`config.mk`:
```
export PLATFORM = sky130hd
export DESIGN_NAME = sram_1rw1r_arbiter
export DESIGN_NICKNAME = d
export VERILOG_FILES = /design/src/rtl/sram_1rw1r_arbiter.sv
export SDC_FILE = /design/constraint.sdc
export NUM_CORES = 1
export LEC_CHECK = 0
export CORE_AREA = 2 2 110 112
export DETAILED_ROUTE_END_ITERATION = 10
export DIE_AREA = 0 0 112 114
export PLACE_DENSITY_LB_ADDON = 0.05
export REMOVE_ABC_BUFFERS = 1
export SYNTH_ARGS = -nofsm -noshare
export SYNTH_HDL_FRONTEND = slang
export SYNTH_SLANG_ARGS = --single-unit
export TNS_END_PERCENT = 100
```
`constraint.sdc`:
```
create_clock -name sys_clk -period 5.4 [get_ports sys_clk]
set_input_delay 1.08 -clock sys_clk [delete_from_list [all_inputs] [get_ports sys_clk]]
set_output_delay 1.08 -clock sys_clk [all_outputs]
set_load 0.1 [all_outputs]
```
`src/rtl/sram_1rw1r_arbiter.sv`:
```
// sram_1rw1r_arbiter: schedules two requesters onto a 1rw1r byte-masked SRAM.
// Writes always use rw0 and reads use r0, so one write and one read can finish
// in the same cycle. Out-of-range requests are acknowledged with err and never
// touch the macro.
// Optional build macro SRAM_ARB_STATS_EN adds saturating event counters.
module sram_1rw1r_arbiter #(
  parameter int BITS       = 32,
  parameter int WORD_DEPTH = 384,
  parameter int ADDR_WIDTH = 9
) (
  input  logic                  sys_clk,
  input  logic                  sys_rst,
  input  logic                  m0_valid,
  output logic                  m0_ready,
  input  logic                  m0_we,
  input  logic [ADDR_WIDTH-1:0] m0_addr,
  input  logic [BITS-1:0]       m0_wdata,
  input  logic [3:0]            m0_wmask,
  output logic                  m0_rsp_valid,
  output logic [BITS-1:0]       m0_rsp_rdata,
  output logic                  m0_rsp_err,
  input  logic                  m1_valid,
  output logic                  m1_ready,
  input  logic                  m1_we,
  input  logic [ADDR_WIDTH-1:0] m1_addr,
  input  logic [BITS-1:0]       m1_wdata,
  input  logic [3:0]            m1_wmask,
  output logic                  m1_rsp_valid,
  output logic [BITS-1:0]       m1_rsp_rdata,
  output logic                  m1_rsp_err,
  output logic                  r0_ce,
  output logic [ADDR_WIDTH-1:0] r0_addr,
  input  logic [BITS-1:0]       r0_rd,
  output logic                  rw0_ce,
  output logic                  rw0_we,
  output logic [ADDR_WIDTH-1:0] rw0_addr,
  output logic [BITS-1:0]       rw0_wd,
  output logic [3:0]            rw0_wmask,
  input  logic [BITS-1:0]       rw0_rd
`ifdef SRAM_ARB_STATS_EN
  ,
  output logic [31:0]           stat_wr_cnt,
  output logic [31:0]           stat_rd_cnt,
  output logic [31:0]           stat_stall_cnt,
  output logic [31:0]           stat_err_cnt
`endif
);

  localparam logic [ADDR_WIDTH:0] DEPTH_L = WORD_DEPTH[ADDR_WIDTH:0];

  // rw0 only ever writes, so its read data has no consumer.
  logic unused_rw0_rd;
  assign unused_rw0_rd = ^rw0_rd;

  logic [1:0]                 vld, we, oor, wc, rc, wg, rg_pre, rg, acc;
  logic [1:0][ADDR_WIDTH-1:0] addr;
  logic [1:0][BITS-1:0]       wdata;
  logic [1:0][3:0]            wmask;
  logic                       wsel, rsel, haz;
  logic                       rr_q, rr_d;
  logic [ADDR_WIDTH-1:0]      r_addr_q, w_addr_q;
  logic [BITS-1:0]            w_wd_q;
  logic [3:0]                 w_mask_q;
  logic [1:0]                 rsp_v_q, rsp_e_q, rsp_r_q;

  assign vld   = {m1_valid, m0_valid};
  assign we    = {m1_we, m0_we};
  assign addr  = {m1_addr, m0_addr};
  assign wdata = {m1_wdata, m0_wdata};
  assign wmask = {m1_wmask, m0_wmask};

  // Two contenders go to the round-robin owner; a lone contender always wins.
  function automatic logic [1:0] arb(input logic [1:0] c, input logic ptr);
    return (c == 2'b11) ? (ptr ? 2'b10 : 2'b01) : c;
  endfunction

  // Range check, write slot, read slot, then same-address read stall.
  always_comb begin
    for (int i = 0; i < 2; i++)
      oor[i] = vld[i] && !sys_rst && ({1'b0, addr[i]} >= DEPTH_L);
    wc     = vld & we  & ~oor & {2{!sys_rst}};
    rc     = vld & ~we & ~oor & {2{!sys_rst}};
    wg     = arb(wc, rr_q);
    rg_pre = arb(rc, rr_q);
    wsel   = wg[1];
    rsel   = rg_pre[1];
    haz    = (|wg) && (|rg_pre) && (addr[wsel] == addr[rsel]);
    rg     = haz ? 2'b00 : rg_pre;
    acc    = wg | rg | oor;
    rr_d   = ((&vld) && (^acc)) ? !rr_q : rr_q;
  end

  assign m0_ready = acc[0];
  assign m1_ready = acc[1];

  // Idle ports replay the last address/data so the macro pins do not toggle.
  assign rw0_ce    = |wg;
  assign rw0_we    = |wg;
  assign rw0_addr  = (|wg) ? addr[wsel]  : w_addr_q;
  assign rw0_wd    = (|wg) ? wdata[wsel] : w_wd_q;
  assign rw0_wmask = (|wg) ? wmask[wsel] : w_mask_q;
  assign r0_ce     = |rg;
  assign r0_addr   = (|rg) ? addr[rsel]  : r_addr_q;

  // Read data is routed only in the cycle after a read grant, by source tag.
  assign m0_rsp_valid = rsp_v_q[0];
  assign m1_rsp_valid = rsp_v_q[1];
  assign m0_rsp_err   = rsp_e_q[0];
  assign m1_rsp_err   = rsp_e_q[1];
  assign m0_rsp_rdata = rsp_r_q[0] ? r0_rd : '0;
  assign m1_rsp_rdata = rsp_r_q[1] ? r0_rd : '0;

  // Priority pointer, response tags and held port values.
  always_ff @(posedge sys_clk) begin
    if (sys_rst) begin
      rr_q     <= 1'b0;
      rsp_v_q  <= '0;
      rsp_e_q  <= '0;
      rsp_r_q  <= '0;
      r_addr_q <= '0;
      w_addr_q <= '0;
      w_wd_q   <= '0;
      w_mask_q <= '0;
    end else begin
      rr_q    <= rr_d;
      rsp_v_q <= acc;
      rsp_e_q <= oor;
      rsp_r_q <= rg;
      if (|rg) r_addr_q <= r0_addr;
      if (|wg) begin
        w_addr_q <= rw0_addr;
        w_wd_q   <= rw0_wd;
        w_mask_q <= rw0_wmask;
      end
    end
  end

`ifdef SRAM_ARB_STATS_EN
  function automatic logic [31:0] sat_add(input logic [31:0] c, input logic [1:0] n);
    logic [32:0] s;
    s = {1'b0, c} + {31'd0, n};
    return s[32] ? 32'hFFFF_FFFF : s[31:0];
  endfunction

  logic [1:0] n_wr, n_rd, n_err, n_stall;
  assign n_wr    = {1'b0, |wg};
  assign n_rd    = {1'b0, |rg};
  assign n_err   = {1'b0, oor[0]} + {1'b0, oor[1]};
  assign n_stall = {1'b0, (|(vld & ~acc)) && !sys_rst};

  // Saturating event counters.
  always_ff @(posedge sys_clk) begin
    if (sys_rst) begin
      stat_wr_cnt    <= '0;
      stat_rd_cnt    <= '0;
      stat_stall_cnt <= '0;
      stat_err_cnt   <= '0;
    end else begin
      stat_wr_cnt    <= sat_add(stat_wr_cnt, n_wr);
      stat_rd_cnt    <= sat_add(stat_rd_cnt, n_rd);
      stat_stall_cnt <= sat_add(stat_stall_cnt, n_stall);
      stat_err_cnt   <= sat_add(stat_err_cnt, n_err);
    end
  end
`endif

endmodule
```
# Word level (Yosys, flattened, before mapping)

Index checks and enable logic that the tools add are counted.
W data, S select, Z words.

Magnitude comparators: 4
Eq/ne operators: 3
Mux-type cells: 18
Bitwise gates (word level): 10
Reduce and logical (&&, ||, !) cells: 14

Operators by type and width:

| cell                 | number |
|---|---|
| $mux W32             | 5 |
| $mux W9              | 6 |
| $ge A9 B9 Y1 const B | 2 |
| $and A2 B2 Y2        | 6 |
| $mux W4              | 3 |
| $eq A9 B9 Y1         | 1 |
| $mux W2              | 4 |
| $logic_and A1 B1 Y1  | 7 |
| $reduce_or A2 Y1     | 3 |
| $eq A2 B2 Y1 const B | 2 |
| $lt A1 B2 Y1 const B | 2 |
| $not A2 Y2           | 2 |
| $or A2 B2 Y2         | 2 |
| $logic_not A1 Y1     | 2 |
| $reduce_and A2 Y1    | 1 |
| $reduce_xor A2 Y1    | 1 |

Register bits: 61
Bits of input ports: 160

# Depth between registers and ports, before layout

Gate-level depths: netlist of run 1.

Word-level depth: 17
Gate-level depth with buffers: 9
Depth with buffers taken out: 6

# Worst setup path before layout of run 1

OpenSTA, ideal clock, no wires.

Path kind: input port to output port
From: in m1_valid
To: out m1_ready
Data arrival time: 4178 ps
Setup slack: 142 ps
Cell stages on the path: 5
Buffers on the path: 1
Cell sequence: or2b_1 -> nor3_1 -> o21ai_0 -> buf_4 -> o21ai_0

Word-level cells in the longest chain between the ends: 14
Elaborated cells between the ends (all ways): 25

Ends and longest elaborated chain:

| element                                        | line   | text |
|---|---|---|
| from (decl)                                    | 22     | `input logic m1_valid,` |
| $logic_and A1 B1 Y1 (2 in series)              | 80     | `oor[i] = vld[i] && !sys_rst && ({1'b0, addr[i]} >= DEPTH_L);` |
| $not A2 Y2                                     | 81, 82 |  |
| $and A2 B2 Y2 (on tied branches) (2 in series) | 81, 82 |  |
| $eq A2 B2 Y1                                   | 74     | `return (c == 2'b11) ? (ptr ? 2'b10 : 2'b01) : c;` |
| $mux W2                                        | 74     |  |
| $mux W9 (implied by the code) (2 in series)    | 87     | `haz = (\|wg) && (\|rg_pre) && (addr[wsel] == addr[rsel]);` |
| $eq A9 B9 Y1                                   | 87     |  |
| $logic_and A1 B1 Y1                            | 87     |  |
| $mux W2                                        | 88     | `rg = haz ? 2'b00 : rg_pre;` |
| $or A2 B2 Y2                                   | 89     | `acc = wg \| rg \| oor;` |
| $or A2 B2 Y2 (*)                               | 89     |  |
| to (decl)                                      | 23     | `output logic m1_ready,` |

Mark *: on every way between the ends. The rest lies on a longest branch, timed or not. The select of a mux whose other input is x is not followed.

# Worst setup path after layout of run 1

From: in m1_valid
To: out rw0_addr[0]

Word-level cells in the longest chain between the ends: 10
Elaborated cells between the ends (all ways): 12

Ends and longest elaborated chain:

| element                                     | line | text |
|---|---|---|
| $logic_and A1 B1 Y1 (2 in series)           | 80   |  |
| $not A2 Y2                                  | 81   | `wc = vld & we & ~oor & {2{!sys_rst}};` |
| $and A2 B2 Y2 (*) (2 in series)             | 81   |  |
| $eq A2 B2 Y1                                | 74   |  |
| $mux W2 (*)                                 | 74   |  |
| $mux W9 (implied by the code) (2 in series) | 99   | `assign rw0_addr = (\|wg) ? addr[wsel] : w_addr_q;` |
| $mux W9 (*)                                 | 99   |  |
| to (decl)                                   | 36   | `output logic [ADDR_WIDTH-1:0] rw0_addr,` |

Marks and branches as above.

==> qor.csv, run 1 <==
stage,metric,value,unit
worst_setup_path,CP Capture Type,primary output,
power,P_sw,0.725,mW
synthesis,Post-Syn Area,3320,um2
floorplan,IO Pins,287,
worst_setup_path,Worst Path Arrival,3670,ps
timing,maximum clock frequency,211,MHz
drt,final wirelength,12700,um
clock_tree,post-CTS setup buffers,0,
final_layout,P&R area growth vs syn,107,%
grt,initial antenna violation count,1,
clock_tree,Clock Latency Late Sink,320,ps
grt,first-pass GRT wire length,19400,um
synthesis,Synth Area per Inst,8.18,um2
floorplan,Rows,40,
synthesis,Synth cell types,38,
floorplan,core box area,11700,um2
power,Combinational Power Share,0.420,
timing,Fin. Hold Viols,0,
floorplan,Die X,112,um
drt,drt drc,0,
place,I/O Buffers,254,
synthesis,top post-synthesis cells by count,"66 x and2_1, 61 x dfxtp_1, 49 x nor2_1",
power,Reg power frac,0.253,
timing,worst slew pin tran,1000,ps
synthesis,Synth top area share,0.368,
run,MaxCap Viol Count,0,
drt,DRT antenna net count,0,
clock_tree,Bufs on Longest Clock Path,2,
power,Pwr Density,279,nW/um2
clock_tree,TritonCTS Buffers,9,
clock_tree,hold buffer count at CTS,0,
drt,post-DR vias/cell,4.87,
min_path,HP Class,register to register,
floorplan,Die Ht,114,um
timing,RSZ-0062 raised after global routing,false,
drt,via count,3905,
timing,Final setup viols,0,
floorplan,die area,12800,um2
place,placed insts,786,
synthesis,"top cells by area, synth","dfxtp_1 37%, and2_1 12%, a222oi_1 11%",
final_layout,Seq. cell area,1220,um2
clock_tree,H-tree levels,3,
worst_setup_path,CP required,4320,ps
power,clock power share,0.327,
synthesis,Synth Warn #,0,
synthesis,dominant synthesized flop cell,dfxtp_1,
clock_tree,post-CTS resize count,0,
grt,GRT Total Usage,0.191,
synthesis,"area leader, netlist",dfxtp_1,
synthesis,"count leader, synth",and2_1,
drt,DRT Pass-1 Iters,5,
worst_setup_path,CP Launch Type,input pin,
timing,Max Slew Vio Count,0,
place,Final HPWL DP,9850,um
synthesis,"EDFF count, synth",0,
grt,number of global-route vias before repair,3874,
worst_setup_path,Setup Crit Path Kind,input pin to primary output,
final_layout,Finished Layout Cells,802,
final_layout,Nets,810,
timing,period utilization,0.879,
grt,total grt overflow,0,
synthesis,Post-Syn Instances,406,
synthesis,Post-synth ARST share,0,
clock_tree,TritonCTS clock tree,done,
power,Leakage,2.96,nW
final_layout,multi-input combinational cell area,1830,um2
final_layout,final core utilization,0.586,
clock_tree,root buf cell,clkbuf_16,
clock_tree,CTS Sinks,61,
floorplan,Initial Util,0.283,
synthesis,"FF+latch count, synth",61,
status,status,"finished, final reports clean",
drt,initial DRC count,318,
grt,pin count of the biggest net entering global routing,56,
clock_tree,"CTS clk-pin slew, worst paths",50,ps
worst_setup_path,worst-path maximum fanout,22,
final_layout,Antenna Cells,0,
power,Net Sw Frac,0.378,
drt,average wire per standard cell,15.8,um
power,P_int,1.19,mW
final_layout,ratio of cells with drive above 1 in the final layout,0.144,
timing,fin crit period,4750,ps
timing,Worst Skew,5.41,ps
timing,Worst slew margin,0.328,
place,gpl congestion,0.894,
final_layout,Layout fillers,1048,
synthesis,"Seq/Total Area, Yosys",0.368,
power,peak supply drop,0.149,mV
cells in the final DEF, fill, tap and decap left out, types with 2 or more instances in the layout:
cell,instances
and2_1,66
nand2_1,18
xnor2_1,4
mux2i_1,19
nor3_1,3
a222oi_1,36
nor2b_1,14
dfxtp_1,61
a211oi_1,10
buf_4,13
or2_2,2
inv_1,39
o211ai_1,2
a21oi_1,12
o21ai_0,10
o21ai_1,2
clkbuf_8,2
nand3_1,2
or2b_1,2
nor2_1,49
nor3b_1,2
clkdlybuf4s50_1,193
clkinv_2,2
buf_12,56
or4_1,2
xor2_1,5
clkbuf_16,9
and3_2,2
bufinv_16,2
final cells by class:
type / count / share of cell area
multi-input cells: 276 / 0.267
repair buffers: 263 / 0.460
clock inverters: 4 / 0.0102
clock buffers: 12 / 0.0374
well taps: 147 / 0.0268
inverters: 39 / 0.0213
flip-flops and latches: 61 / 0.178
power groups by stage:
stage	clock network (mW)	registers, mW	logic [mW]
final	0.626	0.485	0.806
after global routing	0.661	0.487	0.835
after CTS	0.642	0.485	0.810
after detailed placement	0	0.494	0.809
after global placement	0	0.493	0.803
after floorplan	0	0.502	0.463
state kept, by name, summed over array words and instances (netlist names):
register / flops
w_mask_q: 4
rr_q: 1
rsp_v_q: 2
r_addr_q: 9
rsp_r_q: 2
rsp_e_q: 2
w_addr_q: 9
w_wd_q: 32
worst paths after layout:
check,start,end,slack [ps],cells past startpoint
worst max-delay path,m1_valid,rw0_addr[0],650,7
worst min-delay path,w_wd_q[28]$_SDFFE_PP0N_,w_wd_q[28]$_SDFFE_PP0N_,510,2
worst max register to register,rr_q$_SDFFE_PP0P_,w_addr_q[0]$_SDFFE_PP0N_,3130,6
worst min register to register,w_wd_q[28]$_SDFFE_PP0N_,w_wd_q[28]$_SDFFE_PP0N_,510,2
kinds of logic after synthesis:
group,synth area share
DFF,0.368
AOI/OAI and AO/OA,0.196
xor gates and xnor gates,0.0237
buffers and inverters,0.0852
and+or+nand+nor,0.270
muxes,0.0573
layer usage:
metal  track usage  up-vias  wire length [um]
met5             0        -                13
met4        0.0846        2               396
met3        0.0749       23              1190
met2         0.354      195              6570
met1         0.189     1777              4500
li1              -     1908                 -
critical path, stage by stage:
cell and delay, ps:
clkdlybuf4s50_1 520, nor2b_1 350, nand3_1 240, nor2_4 670, mux2i_1 180, o21ai_0 390, buf_12 230
through the flow:
stage / area (um2) / power, mW / TNS (ps) / hold slack, ps / worst slack, ps
after floorplan: 3180 / 0.965 / -16280 / 483 / -793
after global placement: 6540 / 1.30 / 0 / 493 / 737
after detailed placement: 6540 / 1.30 / 0 / 504 / 681
after CTS: 6860 / 1.94 / 0 / 515 / 659
after global routing: 6860 / 1.98 / 0 / 539 / 438
final: 6860 / 1.92 / 0 / 511 / 653
Power figures use the tool's default switching activity.
==> run 2, diff against run 1 <==
SLEW_MARGIN = 40   (was unset)
==> qor.csv, run 2 (synthesized netlist as in run 1, its figures left out) <==
stage,metric,value,unit,change
worst_setup_path,CP Capture Type,primary output,,unchanged
power,Pwr Density,285,nW/um2,was 279 nW/um2
place,DP Area,6200,um2,was 6540 um2
floorplan,IO Pins,287,,unchanged
timing,worst slew pin tran,732,ps,was 1000 ps
drt,post-DR vias/cell,4.80,,was 4.87
clock_tree,TritonCTS Buffers,9,,unchanged
final_layout,Antenna Cells,0,,unchanged
timing,Worst slew margin,0.511,,was 0.328
floorplan,Die X,112,um,unchanged
timing,RSZ-0062 raised after global routing,false,,unchanged
timing,maximum clock frequency,213,MHz,was 211 MHz
worst_setup_path,"delay-heaviest family, CP",simple AND/OR/NAND/NOR gates,,unchanged
worst_setup_path,crit path max-delay cell type,nor2_4,,unchanged
timing,fin crit period,4700,ps,was 4750 ps
power,P_sw,0.721,mW,was 0.725 mW
timing,period utilization,0.870,,was 0.879
clock_tree,post-CTS setup buffers,0,,unchanged
worst_setup_path,CP max stage delay,630,ps,was 670 ps
drt,average wire per standard cell,15.4,um,was 15.8 um
clock_tree,Clock Latency Late Sink,320,ps,about the same
worst_setup_path,Setup Crit Path Kind,input pin to primary output,,unchanged
timing,Final setup viols,0,,unchanged
power,Leakage,3.08,nW,was 2.96 nW
drt,final wirelength,12400,um,was 12700 um
worst_setup_path,Worst Path Arrival,3620,ps,was 3670 ps
power,clock power share,0.310,,was 0.327
drt,drt drc,0,,unchanged
run,MaxCap Viol Count,0,,unchanged
clock_tree,TritonCTS clock tree,done,,unchanged
final_layout,most frequent cells in the layout,"126 x clkdlybuf4s50_1, 68 x buf_2, 66 x and2_1, 59 x dfxtp_1, 56 x buf_12",,"was 193 x clkdlybuf4s50_1, 66 x and2_1, 61 x dfxtp_1, 56 x buf_12, 49 x nor2_1"
place,I/O Buffers,254,,unchanged
grt,first-pass GRT wire length,19100,um,was 19400 um
floorplan,Die Ht,114,um,unchanged
final_layout,P&R area growth vs syn,96.0,%,was 107%
worst_setup_path,CP required,4320,ps,about the same
grt,pin count of the biggest net entering global routing,56,,unchanged
floorplan,core box area,11700,um2,unchanged
timing,Max Slew Vio Count,0,,unchanged
timing,Fin. Hold Viols,0,,unchanged
worst_setup_path,worst-path maximum fanout,22,,unchanged
drt,DRT Pass-1 Iters,7,,was 5
clock_tree,H-tree levels,3,,unchanged
grt,total grt overflow,0,,unchanged
drt,initial DRC count,252,,was 318
worst_setup_path,crit path cell chain,clkdlybuf4s50_1 > nor2b_1 > nand3_1 > nor2_4 > mux2i_1 > o21ai_0 > buf_12,,unchanged
drt,via count,3844,,was 3905
final_layout,Largest Register,w_wd_q,,unchanged
final_layout,biggest regs,"w_wd_q: 32 flops, r_addr_q: 9 flops, w_addr_q: 9 flops",,unchanged
worst_setup_path,CP Launch Type,input pin,,unchanged
floorplan,Rows,40,,unchanged
power,P_int,1.13,mW,was 1.19 mW
grt,GRT Total Usage,0.188,,was 0.191
power,Combinational Power Share,0.428,,was 0.420
min_path,HP Class,register to register,,unchanged
final_layout,max FFs per register,32,,unchanged
clock_tree,hold buffer count at CTS,0,,unchanged
final_layout,final instance area,6500,um2,was 6860 um2
floorplan,Initial Util,0.283,,unchanged
clock_tree,Bufs on Longest Clock Path,2,,unchanged
place,Final HPWL DP,9590,um,was 9850 um
worst_setup_path,buffers and inverters on the worst path,2,,unchanged
power,Net Sw Frac,0.390,,was 0.378
final_layout,Nets,810,,unchanged
timing,Worst Skew,7.98,ps,was 5.41 ps
clock_tree,CTS Sinks,61,,unchanged
power,Reg power frac,0.262,,was 0.253
final_layout,"commonest non-fill, non-tap cell in the layout",clkdlybuf4s50_1,,unchanged
final_layout,ratio of cells with drive above 1 in the final layout,0.249,,was 0.144
floorplan,die area,12800,um2,unchanged
clock_tree,root buf cell,clkbuf_16,,unchanged
grt,number of global-route vias before repair,3784,,was 3874
drt,DRT antenna net count,0,,unchanged
place,gpl congestion,0.894,,unchanged
final_layout,final core utilization,0.555,,was 0.586
clock_tree,post-CTS resize count,0,,unchanged
status,status,"finished, final reports clean",,unchanged
power,peak supply drop,0.160,mV,was 0.149 mV
clock_tree,"CTS clk-pin slew, worst paths",50,ps,about the same
grt,initial antenna violation count,1,,unchanged
## run 2: cell type report
type,count,area (um2)
Sequential cell,61,1220
Fill cell,1062,5210
Inverter,39,146
Clock inverter,4,47.5
Tap cell,147,184
Timing Repair Buffer,263,2820
Clock buffer,11,253
Multi-Input combinational cell,276,1830
## run 2: worst min-delay path: cells and delay by family (launching register included)
family / cells / cell delay (ps)
AND/OR/NAND/NOR: 1 / 80
flip-flops: 1 / 300
AO/OA/AOI/OAI: 1 / 90
## run 2: through the flow
step	std cells	worst slack, ps	setup TNS, ps	hold slack (ps)	total power, mW
after floorplan	376	-793	-16280	483	0.965
after global placement	786	737	0	493	1.30
after detailed placement	786	683	0	504	1.29
after CTS	801	667	0	516	1.88
after global routing	801	433	0	540	1.92
final	801	703	0	510	1.85
## run 2: final timing paths
| check | to | slack, ps | from | depth (start not counted) |
|---|---|---|---|---|
| worst max register to register | w_addr_q[0]$_SDFFE_PP0N_ | 3170 | rr_q$_SDFFE_PP0P_ | 6 |
| worst min-delay path | w_wd_q[28]$_SDFFE_PP0N_ | 510 | w_wd_q[28]$_SDFFE_PP0N_ | 2 |
| worst min register to register | w_wd_q[28]$_SDFFE_PP0N_ | 510 | w_wd_q[28]$_SDFFE_PP0N_ | 2 |
| worst max-delay path | rw0_addr[0] | 700 | m1_valid | 7 |
## run 2: per-layer routing
layer  part of all wire  GRT usage
met3               0.11     0.0786
met4              0.026     0.0854
met1               0.34      0.186
met5             0.0011          0
met2               0.52      0.345
## run 2: power groups by stage
stage,logic (mW),registers [mW],clock network (mW)
after CTS,0.798,0.485,0.593
final,0.793,0.485,0.574
after global routing,0.823,0.487,0.611
after detailed placement,0.797,0.494,0
after floorplan,0.463,0.502,0
after global placement,0.803,0.493,0
==> run 3, diff against run 2 <==
CAP_MARGIN = 0   (was unset)
==> results of run 3 <==
No change in the layout: final DEF, timing and power equal those of run 2.
==> edit 1: new RTL, flow settings as in run 1 <==
`ADDR_WIDTH`: 9 -> 8.
--- a/src/rtl/sram_1rw1r_arbiter.sv
+++ b/src/rtl/sram_1rw1r_arbiter.sv
@@ -7,5 +7,5 @@
   parameter int BITS       = 32,
   parameter int WORD_DEPTH = 384,
-  parameter int ADDR_WIDTH = 9
+  parameter int ADDR_WIDTH = 8
 ) (
   input  logic                  sys_clk,
Interface: changed (resized m0_addr, m1_addr, r0_addr and rw0_addr); port bits go from 287 to 283. No check against the original RTL was run, so the function may have changed too.
==> edit 1 against run 1 <==
Total power decreased by 1.2%; clock power shrank 18%; area after synthesis is 2.2% higher; register-to-register slack got worse by 0.06 ns; via count fell by 4.3%; die area unchanged; routed wire length shrank 5.6%; setup slack got worse by 0.20 ns; cell area shrank 3.5%; sequential cell count is 4 lower; sequential power down 4.3%.
==> edit 1: results (changes against run 1) <==
* Quantity of I/O buffers inserted on ports at 248 (-2.4%)
* Vias at 3,738 (-4.3%)
* Initial detailed-routing violation count at 103 (-68%)
* Largest vdd supply drop at 0.000151 V (+1.4%)
* Wire length of the first global-routing pass at 18,300 um (-5.4%)
* Total half-perimeter wirelength after legalization and detailed placement at 9440 um (-4.2%)
* Unique cell type count in the Yosys netlist at 39 (+2.6%)
* Initial antenna violation count at 1 (unchanged)
* Number of nets with antenna violations after routing at 0 (unchanged)
* Layout net count at 809 (-0.12%)
* Worst setup startpoint: m0_we
* Share of final-layout standard cells stronger than drive strength 1 at 13.4% (-0.94 points)
* Total global routing track utilization at 18.1% (-1.0 points)
* Data arrival time at the worst-slack endpoint at 3.87 ns (+0.20 ns)
* Reg-to-Reg Start: rr_q
* Inserted Clock Buffers at 9 (unchanged)
* Pin count of the biggest net entering global routing at 45 (-20%)
* Global Route met3 Usage at 7.12% (-0.37 points)
* CTS Buffer Depth at 2 (unchanged)
* Fraction of registers with async set or reset after synthesis at 0% (unchanged)
* Worst-path fanout max at 17 (-23%)
* Share of the yosys chip area belonging to registers at 33.6% (-3.1 points)
* Pre-Repair DR Iteration Count at 5 (unchanged)
* Total leakage power at 2.56 nW (-13%)
* Met2 layer usage reported by global route at 32.8% (-2.5 points)
* Clock Root Buffer: sky130_fd_sc_hd__clkbuf_16
* Synth top area cells: sky130_fd_sc_hd__dfxtp_1, sky130_fd_sc_hd__mux2i_1, sky130_fd_sc_hd__and2_1
* Final wirelength at 12,000 um (-5.6%)
* Status: complete, no violations
* Slowest stage cell on the critical path: sky130_fd_sc_hd__clkdlybuf4s50_1
* Final clock skew at 0.00541 ns (+0.00000425 ns)
* Top cells by instance count after synthesis: sky130_fd_sc_hd__a21oi_1, sky130_fd_sc_hd__and2_1, sky130_fd_sc_hd__dfxtp_1
* Synthesis warning total at 0 (unchanged)
* Hold wc startpoint: rr_q
* Max H-tree Level at 3 (unchanged)
* Clock slew seen by the registers of the worst setup and hold paths at 0.05 ns (about the same)
* Largest incremental delay on the critical path at 0.71 ns (+0.04 ns)
* Insertion delay of the later-clocked pin in the worst-skew pair at 0.32 ns (about the same)
* Final weighted congestion in routability-driven placement at 0.850 (-5.0%)
* Global-route track usage on met1 at 18.8% (-0.11 points)
* Largest registers: w_wd_q: 32 flops, r_addr_q: 8 flops, w_addr_q: 8 flops
* Crit-path leading delay family: buffers and inverters
* Worst slew pin tran at 1.00 ns (-0.00270 ns)
* Number of global-route vias before repair at 3,592 (-7.3%)
* Worst hold-check path type: flop to flop
* Number of gates resized after cts at 0 (unchanged)
==> edit 1: cells by family after synthesis <==
logic type	Yosys count	share of synthesized area, %
other	1	0.111
AOI/OAI and AO/OA	91	16.0
buffers and inverters	40	5.94
xor gates and xnor gates	3	0.775
and+or+nand+nor	178	29.3
DFF	57	33.6
muxes	48	14.2
==> edit 1: final cells by class <==
class / instances / area [sq um]
clock buffer: 13 / 260
timing repair buffer: 254 / 2920
multi-input combinational: 322 / 2080
antenna: 1 / 2.50
inverter: 7 / 26.3
clock inverter: 3 / 15.0
sequential: 57 / 1140
fill: 1097 / 5090
tap: 147 / 184
==> edit 1: path summary, 6_finish.rpt <==
path | to | slack [ns] | depth (start not counted)
worst min register to register | rr_q | 0.55 | 2
worst max register to register | r_addr_q[7] | 3.07 | 7
worst min-delay path | rr_q | 0.55 | 2
worst max-delay path | r0_addr[2] | 0.45 | 9
==> edit 1: tightest hold or removal path: cells and delay by family, from the launching register on <==
kind               cells  cell delay [ns]
AOI/OAI and AO/OA      1             0.05
DFF                    1             0.35
and+or+nand+nor        1             0.09
==> edit 1: per-layer routing <==
layer  up-vias  share of wire [%]
li1       1874                  -
met1      1683                 37
met2       169                 50
met3        12                 11
met4         0                1.6
met5         -                  0
==> edit 1: report_power, final <==
group	leakage (nW)	total, mW	internal (mW)	switching [mW]
clock network	0.139	0.515	0.332	0.183
logic	1.95	0.915	0.310	0.605
registers	0.470	0.464	0.452	0.0117
==> edit 1: metrics by stage <==
stage / instances / power (mW) / area [sq um] / setup WS [ns]
final: 804 / 1.89 / 6620 / 0.455
after global routing: 803 / 1.97 / 6620 / 0.281
after CTS: 803 / 1.92 / 6620 / 0.473
after detailed placement: 787 / 1.39 / 6340 / 0.477
after global placement: 787 / 1.39 / 6340 / 0.480
after floorplan: 386 / 1.06 / 3220 / -6.40
==> edit 2: new RTL, flow settings as in run 1 <==
Made on the original files. Register the outputs `m0_rsp_err` and `m1_rsp_err`, without a reset; this adds one clock of latency there. The other outputs are not delayed to match.
--- a/src/rtl/sram_1rw1r_arbiter.sv
+++ b/src/rtl/sram_1rw1r_arbiter.sv
@@ -106,6 +106,8 @@
   assign m0_rsp_valid = rsp_v_q[0];
   assign m1_rsp_valid = rsp_v_q[1];
-  assign m0_rsp_err   = rsp_e_q[0];
-  assign m1_rsp_err   = rsp_e_q[1];
+  always_ff @(posedge sys_clk) begin
+    m0_rsp_err <= rsp_e_q[0];
+    m1_rsp_err <= rsp_e_q[1];
+  end
   assign m0_rsp_rdata = rsp_r_q[0] ? r0_rd : '0;
   assign m1_rsp_rdata = rsp_r_q[1] ? r0_rd : '0;
Function: changed (Yosys sat finds a counterexample within 4 cycles, from zero or initial values and one cycle with sys_rst high).
==> edit 2 against run 1 <==
Cell area is 0.40% lower; non-clock buffer count shrank 1; clock skew barely moved; count of clock-buffer cells in the layout grew 1; fmax decreased by 2.5%; global-route usage fell by 0.36 points; synthesized cell count increased by 0.49%; routed wire length fell by 1.9%; setup slack got worse by 0.12 ns; sequential cell count is 2 higher; area after synthesis increased by 1.2%; combinational power barely moved; sequential power grew 3%; largest power group unchanged; total power down 4.7%.
==> edit 2: results (changes against run 1) <==
* Largest incremental delay on the critical path at 0.79 ns (+0.12 ns)
* Synth top area cells: sky130_fd_sc_hd__dfxtp_1, sky130_fd_sc_hd__and2_1, sky130_fd_sc_hd__a222oi_1
* Worst-path fanout max at 36 (+64%)
* Clock slew seen by the registers of the worst setup and hold paths at 0.05 ns (about the same)
* Total half-perimeter wirelength after legalization and detailed placement at 9760 um (-0.98%)
* Number of global-route vias before repair at 3,823 (-1.3%)
* Remaining max-slew budget at the tightest pin at 30.8% (-2.0 points)
* Quantity of I/O buffers inserted on ports at 254 (unchanged)
* Pre-Repair DR Iteration Count at 8 (+3)
* Reg-to-reg setup timing slack at 3.28 ns (+0.15 ns)
* Layout net count at 811 (+0.12%)
* Final weighted congestion in routability-driven placement at 0.904 (+1.1%)
* Share of final-layout standard cells stronger than drive strength 1 at 13.7% (-0.63 points)
* Total global routing track utilization at 18.7% (-0.36 points)
* Final-layout fill cell count at 1,062 (+1.3%)
* Final clock skew at 0.00578 ns (+0.000376 ns)
* Pin count of the biggest net entering global routing at 55 (-1.8%)
* Fraction of registers with async set or reset after synthesis at 0% (unchanged)
* Net switching component of the power at 0.727 mW (+0.24%)
* Final wirelength at 12,400 um (-1.9%)
* Post-DR vias/cell at 4.87 (about the same)
* Number of gates resized after cts at 0 (unchanged)
* Largest registers: w_wd_q: 32 flops, r_addr_q: 9 flops, w_addr_q: 9 flops
* Status: complete, no violations
* Worst hold-check path type: flop to flop
* Data arrival time at the worst-slack endpoint at 3.79 ns (+0.12 ns)
* Power share of the combinational group at 43.9% (+1.9 points)
* Synthesis warning total at 0 (unchanged)
* Power share of the clock group at 28.7% (-4.0 points)
* Slowest stage cell on the critical path: sky130_fd_sc_hd__a21oi_4
* Wire length of the first global-routing pass at 19,100 um (-1.1%)
* Share of the yosys chip area belonging to registers at 37.5% (+0.75 points)
* Predominant post-synthesis flop cell: sky130_fd_sc_hd__dfxtp_1
* Initial detailed-routing violation count at 265 (-17%)
* Antenna cell count at 0 (unchanged)
* Total leakage power at 2.93 nW (-0.82%)
* Initial antenna violation count at 1 (unchanged)
* Largest vdd supply drop at 0.000165 V (+11%)
* Hold slack final at 0.322 ns (-0.189 ns)
* Top cells by instance count after synthesis: sky130_fd_sc_hd__and2_1, sky130_fd_sc_hd__dfxtp_1, sky130_fd_sc_hd__nor2_1
[edit 2: critical path, delay by kind of cell]
kind,cells,cell delay (ns)
AND/OR/NAND/NOR,3,0.74
AO/OA/AOI/OAI,2,1.04
buffers and inverters,3,0.92
[edit 2: routing by layer]
metal	vias to the layer above	GRT usage, %	share of wire, %
met2	198	35.1	51
met4	2	6.26	2.1
met5	-	0	0.10
met1	1782	18.7	36
met3	19	7.92	10
li1	1906	-	-
[edit 2: worst paths after layout]
kind | startpoint | end | depth (start not counted)
setup / recovery | m0_valid | rw0_wd[7] | 8
hold / removal | rsp_e_q[1] | m1_rsp_err | 0
setup reg to reg | rr_q | w_addr_q[2] | 6
hold reg to reg | rsp_e_q[1] | m1_rsp_err | 0
[edit 2: logic make-up after synthesis]
| family | share of synthesized area (%) |
|---|---|
| buffers and inverters | 8.42 |
| xor gates and xnor gates | 2.35 |
| DFF | 37.5 |
| and+or+nand+nor | 26.7 |
| AOI/OAI and AO/OA | 19.3 |
| muxes | 5.66 |
[edit 2: final cells by class]
type	count	share of cell area (%)
clock buffers	13	3.66
clock inverters	3	0.275
inverters	39	2.14
multi-input cells	276	26.9
flip-flops and latches	63	18.4
well taps	147	2.69
repair buffers	262	45.9
[edit 2: stage by stage]
stage / total power [mW] / utilization (%) / setup WS [ns] / cell area, sq um / std cells
after floorplan: 0.981 / - / -0.793 / 3220 / 378
after global placement: 1.31 / 56.1 / 0.556 / 6570 / 787
after detailed placement: 1.32 / 56.1 / 0.547 / 6570 / 787
after CTS: 1.85 / 58.4 / 0.538 / 6840 / 803
after global routing: 1.90 / 58.4 / 0.356 / 6840 / 803
final: 1.83 / 58.4 / 0.530 / 6840 / 803
